--- src/rtl/htif_loader.sv ---
// htif_loader: byte-serial host command parser driving one scratchpad word port.
// The host streams WRITE/READ/RUN/HALT packets. The loader turns them into
// single-cycle word requests and holds the core in reset until RUN.
module htif_loader #(
  parameter int AW = 32,  // byte address width; the header carries 4 address bytes
  parameter int DW = 32   // word width; fixed at 4 bytes
) (
  input  logic          clk,
  input  logic          rst,
  input  logic          rx_valid,
  output logic          rx_ready,
  input  logic [7:0]    rx_data,
  output logic          tx_valid,
  input  logic          tx_ready,
  output logic [7:0]    tx_data,
  output logic          mem_req_valid,
  output logic [AW-1:0] mem_req_addr,
  output logic [DW-1:0] mem_req_data,
  output logic          mem_req_fcn,
  output logic [2:0]    mem_req_typ,
  input  logic [DW-1:0] mem_resp_data,
  output logic          core_rst,
  output logic          err,
  output logic [3:0]    dbg_state
);

  // Handshake: a byte moves on rx (or tx) exactly at a posedge where valid and
  // ready are both 1. A producer holds valid and data stable until that edge.
  // The loader never lowers tx_valid or changes tx_data while waiting for tx_ready.

  localparam logic [7:0] CMD_WRITE = 8'h01;
  localparam logic [7:0] CMD_READ  = 8'h02;
  localparam logic [7:0] CMD_RUN   = 8'h03;
  localparam logic [7:0] CMD_HALT  = 8'h04;
  localparam logic [7:0] RESP_ACK  = 8'hA5;
  localparam logic [7:0] RESP_NAK  = 8'h5A;

  typedef enum logic [3:0] {
    S_IDLE  = 4'd0,
    S_ADDR  = 4'd1,
    S_CNT   = 4'd2,
    S_WDATA = 4'd3,
    S_WRITE = 4'd4,
    S_RDATA = 4'd5,
    S_TXW   = 4'd6,
    S_ACK   = 4'd7
  } state_t;

  state_t        state_q, state_d;
  logic [AW-1:0] addr_q, addr_d;
  logic [AW-1:0] addr_asm;
  logic [DW-1:0] word_q, word_d;
  logic [8:0]    cnt_q, cnt_d;       // words remaining, 1..256
  logic [1:0]    idx_q, idx_d;       // byte position within address or word
  logic          is_wr_q, is_wr_d;
  logic [7:0]    resp_q, resp_d;     // byte sent in ACK state: ACK or NAK
  logic          core_rst_q, core_rst_d;
  logic          err_q, err_d;
  logic          ready_en_q;         // keeps rx_ready low for the first cycle out of reset

  logic          rx_fire;
  logic          tx_fire;
  logic          last_word;

  assign rx_fire   = rx_valid & rx_ready;
  assign tx_fire   = tx_valid & tx_ready;
  assign last_word = (cnt_q == 9'd1);
  // Address bytes arrive LSB first; each new byte enters at the top and shifts down.
  assign addr_asm  = {rx_data, addr_q[AW-1:8]};

  // State register
  always_ff @(posedge clk) begin
    if (rst) begin
      state_q <= S_IDLE;
    end else begin
      state_q <= state_d;
    end
  end

  // Next-state logic
  always_comb begin
    state_d = state_q;
    unique case (state_q)
      S_IDLE: begin
        if (rx_fire) begin
          // WRITE/READ are only honoured while the core is held; everything else answers at once.
          if ((rx_data == CMD_WRITE || rx_data == CMD_READ) && core_rst_q) state_d = S_ADDR;
          else                                                             state_d = S_ACK;
        end
      end
      S_ADDR:  if (rx_fire && idx_q == 2'd3) state_d = S_CNT;
      S_CNT:   if (rx_fire) state_d = is_wr_q ? S_WDATA : S_RDATA;
      S_WDATA: if (rx_fire && idx_q == 2'd3) state_d = S_WRITE;
      S_WRITE: state_d = last_word ? S_ACK : S_WDATA;
      S_RDATA: state_d = S_TXW;
      S_TXW:   if (tx_fire && idx_q == 2'd3) state_d = last_word ? S_ACK : S_RDATA;
      S_ACK:   if (tx_fire) state_d = S_IDLE;
      default: state_d = S_IDLE;
    endcase
  end

  // Output decode from the current state
  always_comb begin
    rx_ready      = 1'b0;
    tx_valid      = 1'b0;
    tx_data       = 8'h00;
    mem_req_valid = 1'b0;
    mem_req_fcn   = 1'b0;
    unique case (state_q)
      S_IDLE, S_ADDR, S_CNT, S_WDATA: rx_ready = ready_en_q;
      S_WRITE: begin
        // Memory belongs to the core once it runs, so requests are gated by core_rst.
        mem_req_valid = core_rst_q;
        mem_req_fcn   = core_rst_q;
      end
      S_RDATA: mem_req_valid = core_rst_q;
      S_TXW: begin
        tx_valid = 1'b1;
        tx_data  = word_q[7:0];
      end
      S_ACK: begin
        tx_valid = 1'b1;
        tx_data  = resp_q;
      end
      default: ;
    endcase
  end

  assign mem_req_addr = addr_q;
  assign mem_req_data = word_q;
  assign mem_req_typ  = 3'd3;
  assign core_rst     = core_rst_q;
  assign err          = err_q;
  assign dbg_state    = state_q;

  // Datapath next values: address/count parsing, word assembly and shifting, flags
  always_comb begin
    addr_d     = addr_q;
    word_d     = word_q;
    cnt_d      = cnt_q;
    idx_d      = idx_q;
    is_wr_d    = is_wr_q;
    resp_d     = resp_q;
    core_rst_d = core_rst_q;
    err_d      = err_q;
    unique case (state_q)
      S_IDLE: begin
        if (rx_fire) begin
          idx_d   = 2'd0;
          is_wr_d = (rx_data == CMD_WRITE);
          resp_d  = RESP_ACK;
          unique case (rx_data)
            CMD_WRITE, CMD_READ: begin
              if (!core_rst_q) begin
                resp_d = RESP_NAK;
                err_d  = 1'b1;
              end
            end
            CMD_RUN:  core_rst_d = 1'b0;
            CMD_HALT: core_rst_d = 1'b1;
            default: begin
              resp_d = RESP_NAK;
              err_d  = 1'b1;
            end
          endcase
        end
      end
      S_ADDR: begin
        if (rx_fire) begin
          // The final byte completes the address; word alignment is enforced then.
          if (idx_q == 2'd3) addr_d = {addr_asm[AW-1:2], 2'b00};
          else               addr_d = addr_asm;
          idx_d = idx_q + 2'd1;
        end
      end
      S_CNT: begin
        if (rx_fire) begin
          cnt_d = (rx_data == 8'h00) ? 9'd256 : {1'b0, rx_data};
          idx_d = 2'd0;
        end
      end
      S_WDATA: begin
        if (rx_fire) begin
          word_d = {rx_data, word_q[DW-1:8]};
          idx_d  = idx_q + 2'd1;
        end
      end
      S_WRITE: begin
        addr_d = addr_q + AW'(4);
        cnt_d  = cnt_q - 9'd1;
      end
      S_RDATA: begin
        word_d = mem_resp_data;
        idx_d  = 2'd0;
      end
      S_TXW: begin
        if (tx_fire) begin
          word_d = {8'h00, word_q[DW-1:8]};
          idx_d  = idx_q + 2'd1;
          if (idx_q == 2'd3) begin
            addr_d = addr_q + AW'(4);
            cnt_d  = cnt_q - 9'd1;
          end
        end
      end
      default: ;
    endcase
  end

  // Datapath registers; reset aborts any packet in flight
  always_ff @(posedge clk) begin
    if (rst) begin
      addr_q     <= '0;
      word_q     <= '0;
      cnt_q      <= 9'd0;
      idx_q      <= 2'd0;
      is_wr_q    <= 1'b0;
      resp_q     <= RESP_ACK;
      core_rst_q <= 1'b1;
      err_q      <= 1'b0;
      ready_en_q <= 1'b0;
    end else begin
      addr_q     <= addr_d;
      word_q     <= word_d;
      cnt_q      <= cnt_d;
      idx_q      <= idx_d;
      is_wr_q    <= is_wr_d;
      resp_q     <= resp_d;
      core_rst_q <= core_rst_d;
      err_q      <= err_d;
      ready_en_q <= 1'b1;
    end
  end

endmodule

--- config.mk ---
export PLATFORM = sky130hd
export DESIGN_NAME = htif_loader
export DESIGN_NICKNAME = d
export VERILOG_FILES = /design/src/rtl/htif_loader.sv
export SDC_FILE = /design/constraint.sdc
export NUM_CORES = 1
export LEC_CHECK = 0
export BUFFER_PORTS_ARGS = -buffer_cell sky130_fd_sc_hd__buf_2
export CAP_MARGIN = 20
export CORE_MARGIN = 8
export CORE_UTILIZATION = 55
export DETAILED_ROUTE_END_ITERATION = 10
export PLACE_DENSITY = 0.88
export SLEW_MARGIN = 40
export SYNTH_ARGS = -nofsm -noshare
export SYNTH_HDL_FRONTEND = slang
export SYNTH_SLANG_ARGS = --single-unit
--- constraint.sdc ---
create_clock -name clk -period 2.95 [get_ports clk]
set_clock_uncertainty 0.2 [all_clocks]
set_input_delay 0.59 -clock clk [delete_from_list [all_inputs] [get_ports clk]]
set_output_delay 0.59 -clock clk [all_outputs]
set_load 0.05 [all_outputs]
---- Yosys cells after proc, flatten, opt, wreduce, memory -nomap -nowiden ----
Index checks and enable logic that the tools add are counted.
storage, ports and cells
  output and inout port bits .............. 85
  bits in registers ....................... 91
operators by class
  multiplexer cells ....................... 39
  reduce and logical (&&, ||, !) cells .... 26
  bitwise logic cells ..................... 3
  equal/unequal tests ..................... 26
  $add $sub $neg .......................... 3
operator list
  operator                                          count
  case mux 32 bit (3 select lines)                  2
  two-way mux 32 bit                                5
  two-way mux 9 bit                                 4
  adder 32 x 3 -> 32 bit, second input constant     1
  case mux 4 bit (8 select lines)                   1
  case mux 8 bit (2 select lines)                   2
  case mux 9 bit (3 select lines)                   1
  two-way mux 4 bit                                 6
  != test 2 bit, second input constant              11
  == test 4 x 3 -> 1 bit, second input constant     4
  == test 8 x 2 -> 1 bit, second input constant     2
  AND reduction 4 bit                               4
  OR reduction 2 bit                                6
  two-way mux 2 bit                                 5
  == test 9 x 1 -> 1 bit, second input constant     1
  two-way mux 3 bit                                 3
  nonzero test 3 bit                                3
  subtractor 9 x 1 -> 9 bit, second input constant  1
  == test 4 x 2 -> 1 bit, second input constant     2
  == test 8 x 1 -> 1 bit, second input constant     1
  == test 8 x 3 -> 1 bit, second input constant     1
  zero test 8 bit                                   1
  two-way mux 8 bit                                 1
  case mux 2 bit (4 select lines)                   1
  17 further kinds                                  28

---- Longest topological paths before layout ----
Gate-level depths: netlist (run 1).
  word-level depth ........................ 7
  depth in mapped cells ................... 8

---- Least setup slack after synthesis (run 1) ----
OpenSTA, ideal clock, no wires.
  kind .................................... register to output
  from .................................... reg state_q[0] (netlist: dbg_state[0])
  to ...................................... out tx_data[0]
  path buffers ............................ 2
  arrival ................................. 2.188 ns
  cell stages (with the launch flop) ...... 5
  setup slack ............................. -0.028 ns
  cells stage by stage .................... dfxtp_1 > buf_2 > buf_1 > nand2_1 > a21oi_1
on the way
  word-level cells in the longest chain between the ends .. 2
  elaborated cells between the ends (all ways) .. 3
  those cells by class .................... eq/ne: 2; mux: 1
ends and longest elaborated chain
  element                            RTL line  source
  from (decl)                        49        state_t state_q, state_d;
  from (signal assigned)             76        state_q <= state_d;
  == test 4 x 3 -> 1 bit             109       unique case (state_q)
  case mux 8 bit (2 select lines) *  109
  to (decl)                          15        output logic [7:0] tx_data,
Every way passes the cells marked *; elsewhere a longest branch is shown, timed or not.

---- Worst setup path in the final report (run 1) ----
  from .................................... reg state_q[2] (netlist: dbg_state[2])
  to ...................................... out tx_data[1]
Same word-level chain as after synthesis.

==> impl_summary.log, run 1 <==
INFO  metric seq_power_share = 33.3%
INFO  metric cts_tree = done
INFO  metric drc_errors_left = 0
INFO  metric worst_r2r_startpoint = mem_req_addr[9]$_SDFFE_PP0P_
INFO  metric worstSetupStartpointType = flip-flop
INFO  metric max_cap_violations = 0
INFO  metric grt_use_total = 25.3%
INFO  metric number_of_placed_i_o_pins = 129
INFO  metric swShare = 47.9%
INFO  metric syn_inst = 642
INFO  metric worst_skew_pair.late_latency = 0.37 ns
INFO  metric synthDominantAreaCellType = dfxtp_1
INFO  metric numCtsBuffers = 9
INFO  metric grt_max_degree = 72
INFO  metric yosys_register_bits = 84
INFO  metric cts_max_path_buffers = 2
INFO  metric critical-path-max-stage-delay = 0.57 ns
INFO  metric ant_nets = 0
INFO  metric clk_transition_reported_paths = 0.09 ns
INFO  metric cellInternalPower = 0.00255 W
INFO  metric number_of_global_route_vias_before_repair = 5010
INFO  metric p_clk_share = 21.1%
INFO  metric row_count = 34
INFO  metric worstHoldEndpoint = mem_req_addr[1]$_SDFFE_PP0P_
INFO  metric cts_num_sinks = 84
INFO  metric synth.cells.most_frequent = nand2_1 (89), dfxtp_1 (84), nor2_1 (76)
INFO  metric synthMostInstantiatedCell = nand2_1
INFO  metric worst_path_dominant_cell_family = flip-flops
INFO  metric r2r_cells = 5
INFO  metric status = completed
INFO  metric final_weighted_congestion_of_routability_driven_global_placement = 0.947
INFO  metric clk_root_buffer_cell = clkbuf_8
INFO  metric drive_gt1_share = 23.5%
INFO  metric die_area = 12000 um2
INFO  metric global_route.overflow_total = 0
INFO  metric antenna_cells = 0
INFO  metric worst-endpoint-required = 2.16 ns
INFO  metric class_of_the_tightest_hold_or_removal_check = reg -> reg
INFO  metric r2r_end = mem_req_addr[29]$_SDFFE_PP0P_
INFO  metric post_cts.repair.setup_buffers = 0
INFO  metric finalCriticalPeriod = 2.55 ns
INFO  metric layout.cells.non_filler = 848
INFO  metric power.leakage = 2.23 nW
INFO  metric postSynth.asyncResetShare = 0%
INFO  metric final_max_slew_viol_count = 0
INFO  metric path_cells = nand2_1, a21oi_1, buf_2
INFO  metric achievable-frequency = 0.392 GHz
INFO  metric number_of_vias_per_cell_after_detailed_routing = 6.51
INFO  metric detail_route.iter0.violations = 743
INFO  metric power.ir.vdd_worst = 0.516 mV
INFO  metric final.setup.tns = 0 ns
INFO  metric power_density = 857 nW/um2
INFO  metric ys_top_cells_by_area = dfxtp_1 (35%), nand2_1 (6.9%), nor2_1 (5.9%), a311oi_1 (5.5%), a21oi_1 (5.1%)
INFO  metric r2r_setup_slack = 0.43 ns
INFO  metric drt_pass1_iterations = 5
INFO  metric coreArea = 8590 um2
INFO  metric htreeDepth = 3
INFO  metric critPathKind = reg -> out
INFO  metric hold_viol = 0
INFO  metric max-slew-margin-rel = 46.9%
INFO  metric grt_antenna_before_repair = 0
INFO  metric buffer_ports.inserted = 124
INFO  metric ys_types = 71
INFO  metric synth_edf_count = 0
INFO  metric dp_cells = 832
INFO  metric route.final.wire_length = 15.9 mm
INFO  metric arrival = 1.76 ns
INFO  metric setup_viol = 0
INFO  metric synth_ff_type = dfxtp_1
INFO  metric ys_seq_area_share = 35.0%
INFO  metric grt_pass1_wl = 24.8 mm
INFO  metric hold_path.startpoint = mem_req_addr[1]$_SDFFE_PP0P_
INFO  metric min_delay_path_depth = 2
INFO  metric period_utilization = 86.4%
INFO  metric worstSetupEndpointType = output pin
INFO  metric final_net_count = 783
INFO  metric start_util = 56.0%
INFO  metric fin_worst_hold_slack = 0.273 ns
INFO  metric synthToLayoutAreaGrowth = 18.7%
INFO  metric dieWidth = 110 um
INFO  metric syn_area = 4810 um2
INFO  metric detailroute.via_count = 5519
INFO  metric postCtsHoldBufs = 0
INFO  metric total_switching_power = 0.00235 W
INFO  metric crit_buf_inv = 1
INFO  metric crit_path_max_fanout = 20
INFO  metric combinationalPowerShare = 45.6%
INFO  metric yosysTopAreaCellShare = 35.0%
INFO  metric synthesis.yosys.warnings = 0
INFO  metric synth_area_per_cell = 7.49 um2
INFO  metric max_slew.worst_pin.slew = 0.797 ns
INFO  metric wl_per_cell = 18.7 um
INFO  metric hpwl = 11.2 mm
INFO  metric utilization_after_layout = 66.4%
INFO  metric die_height = 110 um
INFO  metric grt_setup_unrepaired = false
INFO  metric slowest_stage_cell_cp = dfxtp_2
## flip-flops by register name, summed over array words and instances (netlist names), 2 cells and up
name and flops:
mem_req_addr 32, mem_req_data 32, cnt_q 9, dbg_state 3, idx_q 2, resp_q 2
## worst max-delay path by stage
stage | from | endpoint | slack (ns) | depth (start not counted)
3_3_place_gp | dbg_state[2]$_SDFFE_PP0P_ | mem_req_data[14]$_SDFFE_PP0P_ | 0.51 | 5
2_1_floorplan | dbg_state[0]$_SDFFE_PP0P_ | tx_data[0] | -0.03 | 4
6_report | dbg_state[2]$_SDFFE_PP0P_ | tx_data[1] | 0.40 | 3
5_1_grt | mem_req_addr[9]$_SDFFE_PP0P_ | mem_req_addr[21]$_SDFFE_PP0P_ | 0.27 | 5
4_1_cts | dbg_state[2]$_SDFFE_PP0P_ | tx_data[1] | 0.09 | 3
3_5_place_dp | dbg_state[2]$_SDFFE_PP0P_ | mem_req_data[1]$_SDFFE_PP0P_ | 0.39 | 5
## logic make-up (layout without fill, tap and decap cells)
kind of cell               after synthesis  in the layout  synth area share (%)
other                                    2              4                 0.156
and+or+nand+nor                        265            265                  26.0
AOI/OAI and AO/OA                      211            211                  30.6
xor gates and xnor gates                 1              1                 0.182
adders and majority gates                4              4                  1.04
DFF                                     84             84                  35.0
muxes                                    4              4                 0.858
buffers and inverters                   71            167                  6.19
## worst register-to-register path, delay by kind of cell, from the launching register on
kind,cells,cell delay [ns]
AO/OA/AOI/OAI,2,0.40
flip-flops,1,0.57
AND/OR/NAND/NOR,3,1.26
## layout make-up
| cell class | instances | area [um2] |
|---|---|---|
| Clock buffer | 9 | 124 |
| Fill cell | 734 | 2880 |
| Timing Repair Buffer | 139 | 733 |
| Sequential cell | 84 | 1680 |
| Inverter | 12 | 45.0 |
| Tap cell | 108 | 135 |
| Clock inverter | 7 | 123 |
| Multi-Input combinational cell | 489 | 2870 |
## metrics by stage
stage	setup WS, ns	area (um2)	power, W
global route	0.267	5710	0.00513
detailed placement	0.390	5460	0.00383
CTS	0.0863	5710	0.00485
global placement	0.509	5460	0.00375
floorplan	-0.0275	4820	0.00326
finish	0.401	5710	0.00490
## metal layers
metal / wire, um / vias to the layer above / part of all wire (%) / global-route usage, %
met1: 6070 / 2557 / 38 / 32.0
met2: 7600 / 350 / 48 / 41.5
met4: 438 / 0 / 2.8 / 10.4
li1: - / 2567 / - / -
met3: 1780 / 45 / 11 / 4.81
met5: 0 / - / 0 / 0
## cells in the final DEF, fill, tap and decap left out, types with 4 or more instances in the layout
master      n
or3_1       4
nand4_1     4
and3_1      8
inv_1      12
dfxtp_1    82
a31oi_1     5
nand2_1    89
a311oi_1   30
buf_2     124
nand3_1    39
a211oi_1   20
clkbuf_8    9
conb_1      4
a311o_1     4
buf_4      15
a22oi_1    10
nor2_1     76
o21a_1      4
ha_1        4
o22ai_1     5
a21oi_1    49
o21ai_0    36
o31ai_1     4
and2_1      4
a22o_1      9
nor3_1     12
## power by group through the flow
stage          Combinational (W)  Sequential [W]  Clock, W
6_report                 0.00223         0.00163   0.00103
3_3_place_gp             0.00213         0.00162         0
5_1_grt                  0.00239         0.00166   0.00108
3_5_place_dp             0.00219         0.00164         0
4_1_cts                  0.00221         0.00162   0.00103
2_1_floorplan            0.00117         0.00209         0
## repair_timing
item / in CTS / in global routing
setup endpoints to repair: 0 / 8
hold endpoints to repair: 0 / 0
gates resized for setup: 0 / 1
(Power assumes the default switching activity.)
==> run 2: changes to the inputs <==
--- a/config.mk
+++ b/config.mk
@@ -5,10 +5,11 @@
 export SDC_FILE = /design/constraint.sdc
 export NUM_CORES = 1
 export LEC_CHECK = 0
-export BUFFER_PORTS_ARGS = -buffer_cell sky130_fd_sc_hd__buf_2
+export BUFFER_PORTS_ARGS = -buffer_cell sky130_fd_sc_hd__buf_4
 export CAP_MARGIN = 20
 export CORE_MARGIN = 8
 export CORE_UTILIZATION = 55
+export CTS_BUF_LIST = sky130_fd_sc_hd__clkbuf_8
 export DETAILED_ROUTE_END_ITERATION = 10
 export PLACE_DENSITY = 0.88
 export SLEW_MARGIN = 40
==> run 2 against run 1 <==
- clock-buffer cell count is the same
- worst setup slack lost 0.082 ns
- critical path type unchanged
- total power shrank 3.1%
- die area is the same
- worst hold slack lost 0.0045 ns
- sequential share of layout area shrank 1.2 points
==> impl_summary.log, run 2 (same netlist as run 1, synthesis figures left out) <==
INFO  metric route.final.wire_length = 15.7 mm
INFO  metric drive_gt1_share = 23.2%
INFO  metric max_slew.worst_pin.slew = 0.788 ns
INFO  metric grt_use_total = 25.0%
INFO  metric setup_viol = 0
INFO  metric slowest_stage_cell_cp = dfxtp_1
INFO  metric timing.critical_path.from = dbg_state[2]$_SDFFE_PP0P_
INFO  metric max_cap_violations = 0
INFO  metric highest_count_cells_in_the_layout_ignoring_fill_and_taps = buf_4 (139), nand2_1 (89), dfxtp_1 (83)
INFO  metric worstSetupEndpointType = output pin
INFO  metric utilization_after_layout = 69.3%
INFO  metric period_utilization = 89.2%
INFO  metric status = completed
INFO  metric global_route.overflow_total = 0
INFO  metric groute.layer.met3.usage = 4.04%
INFO  metric grt_setup_unrepaired = false
INFO  metric wl_per_cell = 18.6 um
INFO  metric achievable-frequency = 0.380 GHz
INFO  metric fillCellCount = 714
INFO  metric drt_pass1_iterations = 5
INFO  metric grt_util_met1 = 32.8%
INFO  metric worst-endpoint-required = 2.16 ns
INFO  metric drc_errors_left = 0
INFO  metric hold_viol = 0
INFO  metric htreeDepth = 3
INFO  metric final_net_count = 783
INFO  metric seq_area = 1680 um2
INFO  metric final_weighted_congestion_of_routability_driven_global_placement = 0.927
INFO  metric critPathKind = reg -> out
INFO  metric fin_ws = 0.320 ns
INFO  metric synthToLayoutAreaGrowth = 23.8%
INFO  metric number_of_global_route_vias_before_repair = 4932
INFO  metric postCtsHoldBufs = 0
INFO  metric number_of_vias_per_cell_after_detailed_routing = 6.45
INFO  metric crit_path_max_fanout = 11
INFO  metric row_count = 34
INFO  metric power.ir.vdd_worst = 0.593 mV
INFO  metric post_cts.repair.setup_buffers = 0
INFO  metric antenna_cells = 0
INFO  metric fin_worst_hold_slack = 0.269 ns
INFO  metric worst_path_dominant_cell_family = flip-flops
INFO  metric worstSetupStartpointType = flip-flop
INFO  metric power_density = 797 nW/um2
INFO  metric cts_num_sinks = 84
INFO  metric top_usage_layer = met2
INFO  metric finalCriticalPeriod = 2.63 ns
INFO  metric arrival = 1.84 ns
INFO  metric mostFrequentLayoutCell = buf_4
INFO  metric final_max_slew_viol_count = 0
INFO  metric power.leakage = 2.23 nW
INFO  metric start_util = 56.0%
INFO  metric grt_antenna_before_repair = 0
INFO  metric cts_tree = done
INFO  metric worst_skew_pair.late_latency = 0.36 ns
INFO  metric crit_buf_inv = 2
INFO  metric worst_r2r_startpoint = mem_req_addr[9]$_SDFFE_PP0P_
INFO  metric fin_total_pwr = 0.00475 W
INFO  metric critical-path-max-stage-delay = 0.54 ns
INFO  metric die_height = 110 um
INFO  metric grt_max_degree = 65
INFO  metric buffer_ports.inserted = 124
INFO  metric crit_path_frequent_cell = buf_4
INFO  metric detailroute.via_count = 5469
INFO  metric preCtsSetupSlack = 0.506 ns
INFO  metric max-slew-margin-rel = 47.3%
INFO  metric dieWidth = 110 um
INFO  metric hold_path.startpoint = mem_req_addr[0]$_SDFFE_PP0P_
INFO  metric cts_max_path_buffers = 2
INFO  metric detail_route.iter0.violations = 576
INFO  metric cts_resized = 0
INFO  metric numCtsBuffers = 9
INFO  metric area_of_the_multi_input_gates = 2860 um2
INFO  metric clk_root_buffer_cell = clkbuf_8
INFO  metric hpwl = 11.3 mm
INFO  metric number_of_placed_i_o_pins = 129
INFO  metric path_cells = buf_4, nor2b_2, and3_1, buf_4
INFO  metric die_area = 12000 um2
INFO  metric clk_transition_reported_paths = 0.10 ns
INFO  metric use_met2 = 40.4%
INFO  metric coreArea = 8590 um2
INFO  metric class_of_the_tightest_hold_or_removal_check = reg -> reg
INFO  metric final.setup.tns = 0 ns
INFO  metric grt_pass1_wl = 24.5 mm
INFO  metric ant_nets = 0
[run 2: changes by cell type in the layout (fill, tap and decap cells not counted), sizes merged]
cell and delta:
bufinv -3, clkinvlp +2, clkinv +1
[run 2: where the power goes]
group	switching [W]	leakage [nW]	internal [W]
Combinational	0.00161	1.47	0.000757
Sequential	0.000274	0.682	0.00133
Clock	0.000456	0.0800	0.000316
Total	0.00234	2.23	0.00241
[run 2: per-layer routing]
metal | share of wire, % | up-vias
met2 | 46 | 324
met5 | 0 | -
met1 | 41 | 2537
li1 | - | 2566
met4 | 2.6 | 0
met3 | 9.6 | 42
[run 2: per-stage QoR]
stage          instance area [um2]  instances
2_1_floorplan                 4820        644
3_3_place_gp                  5770        832
3_5_place_dp                  5770        832
4_1_cts                       5950        848
5_1_grt                       5950        848
6_report                      5950        848
[run 2: path summary, 6_finish.rpt]
path / to / slack (ns) / cells after the start
worst max register to register: mem_req_addr[29]$_SDFFE_PP0P_ / 0.52 / 5
worst min register to register: mem_req_addr[0]$_SDFFE_PP0P_ / 0.27 / 2
worst min-delay path: mem_req_addr[0]$_SDFFE_PP0P_ / 0.27 / 2
worst max-delay path: mem_req_fcn / 0.32 / 4
[run 2: cell type report]
class	count	area share (%)
multi-input cells	489	48.1
flip-flops and latches	84	28.3
repair buffers	139	17.5
well taps	108	2.27
clock buffers	9	2.08
clock inverters	7	0.988
inverters	12	0.757
[run 2: worst register-to-register path: cells and delay by family (launching register included)]
family,cells,cell delay (ns)
AND/OR/NAND/NOR,3,1.24
flip-flops,1,0.50
AO/OA/AOI/OAI,2,0.41
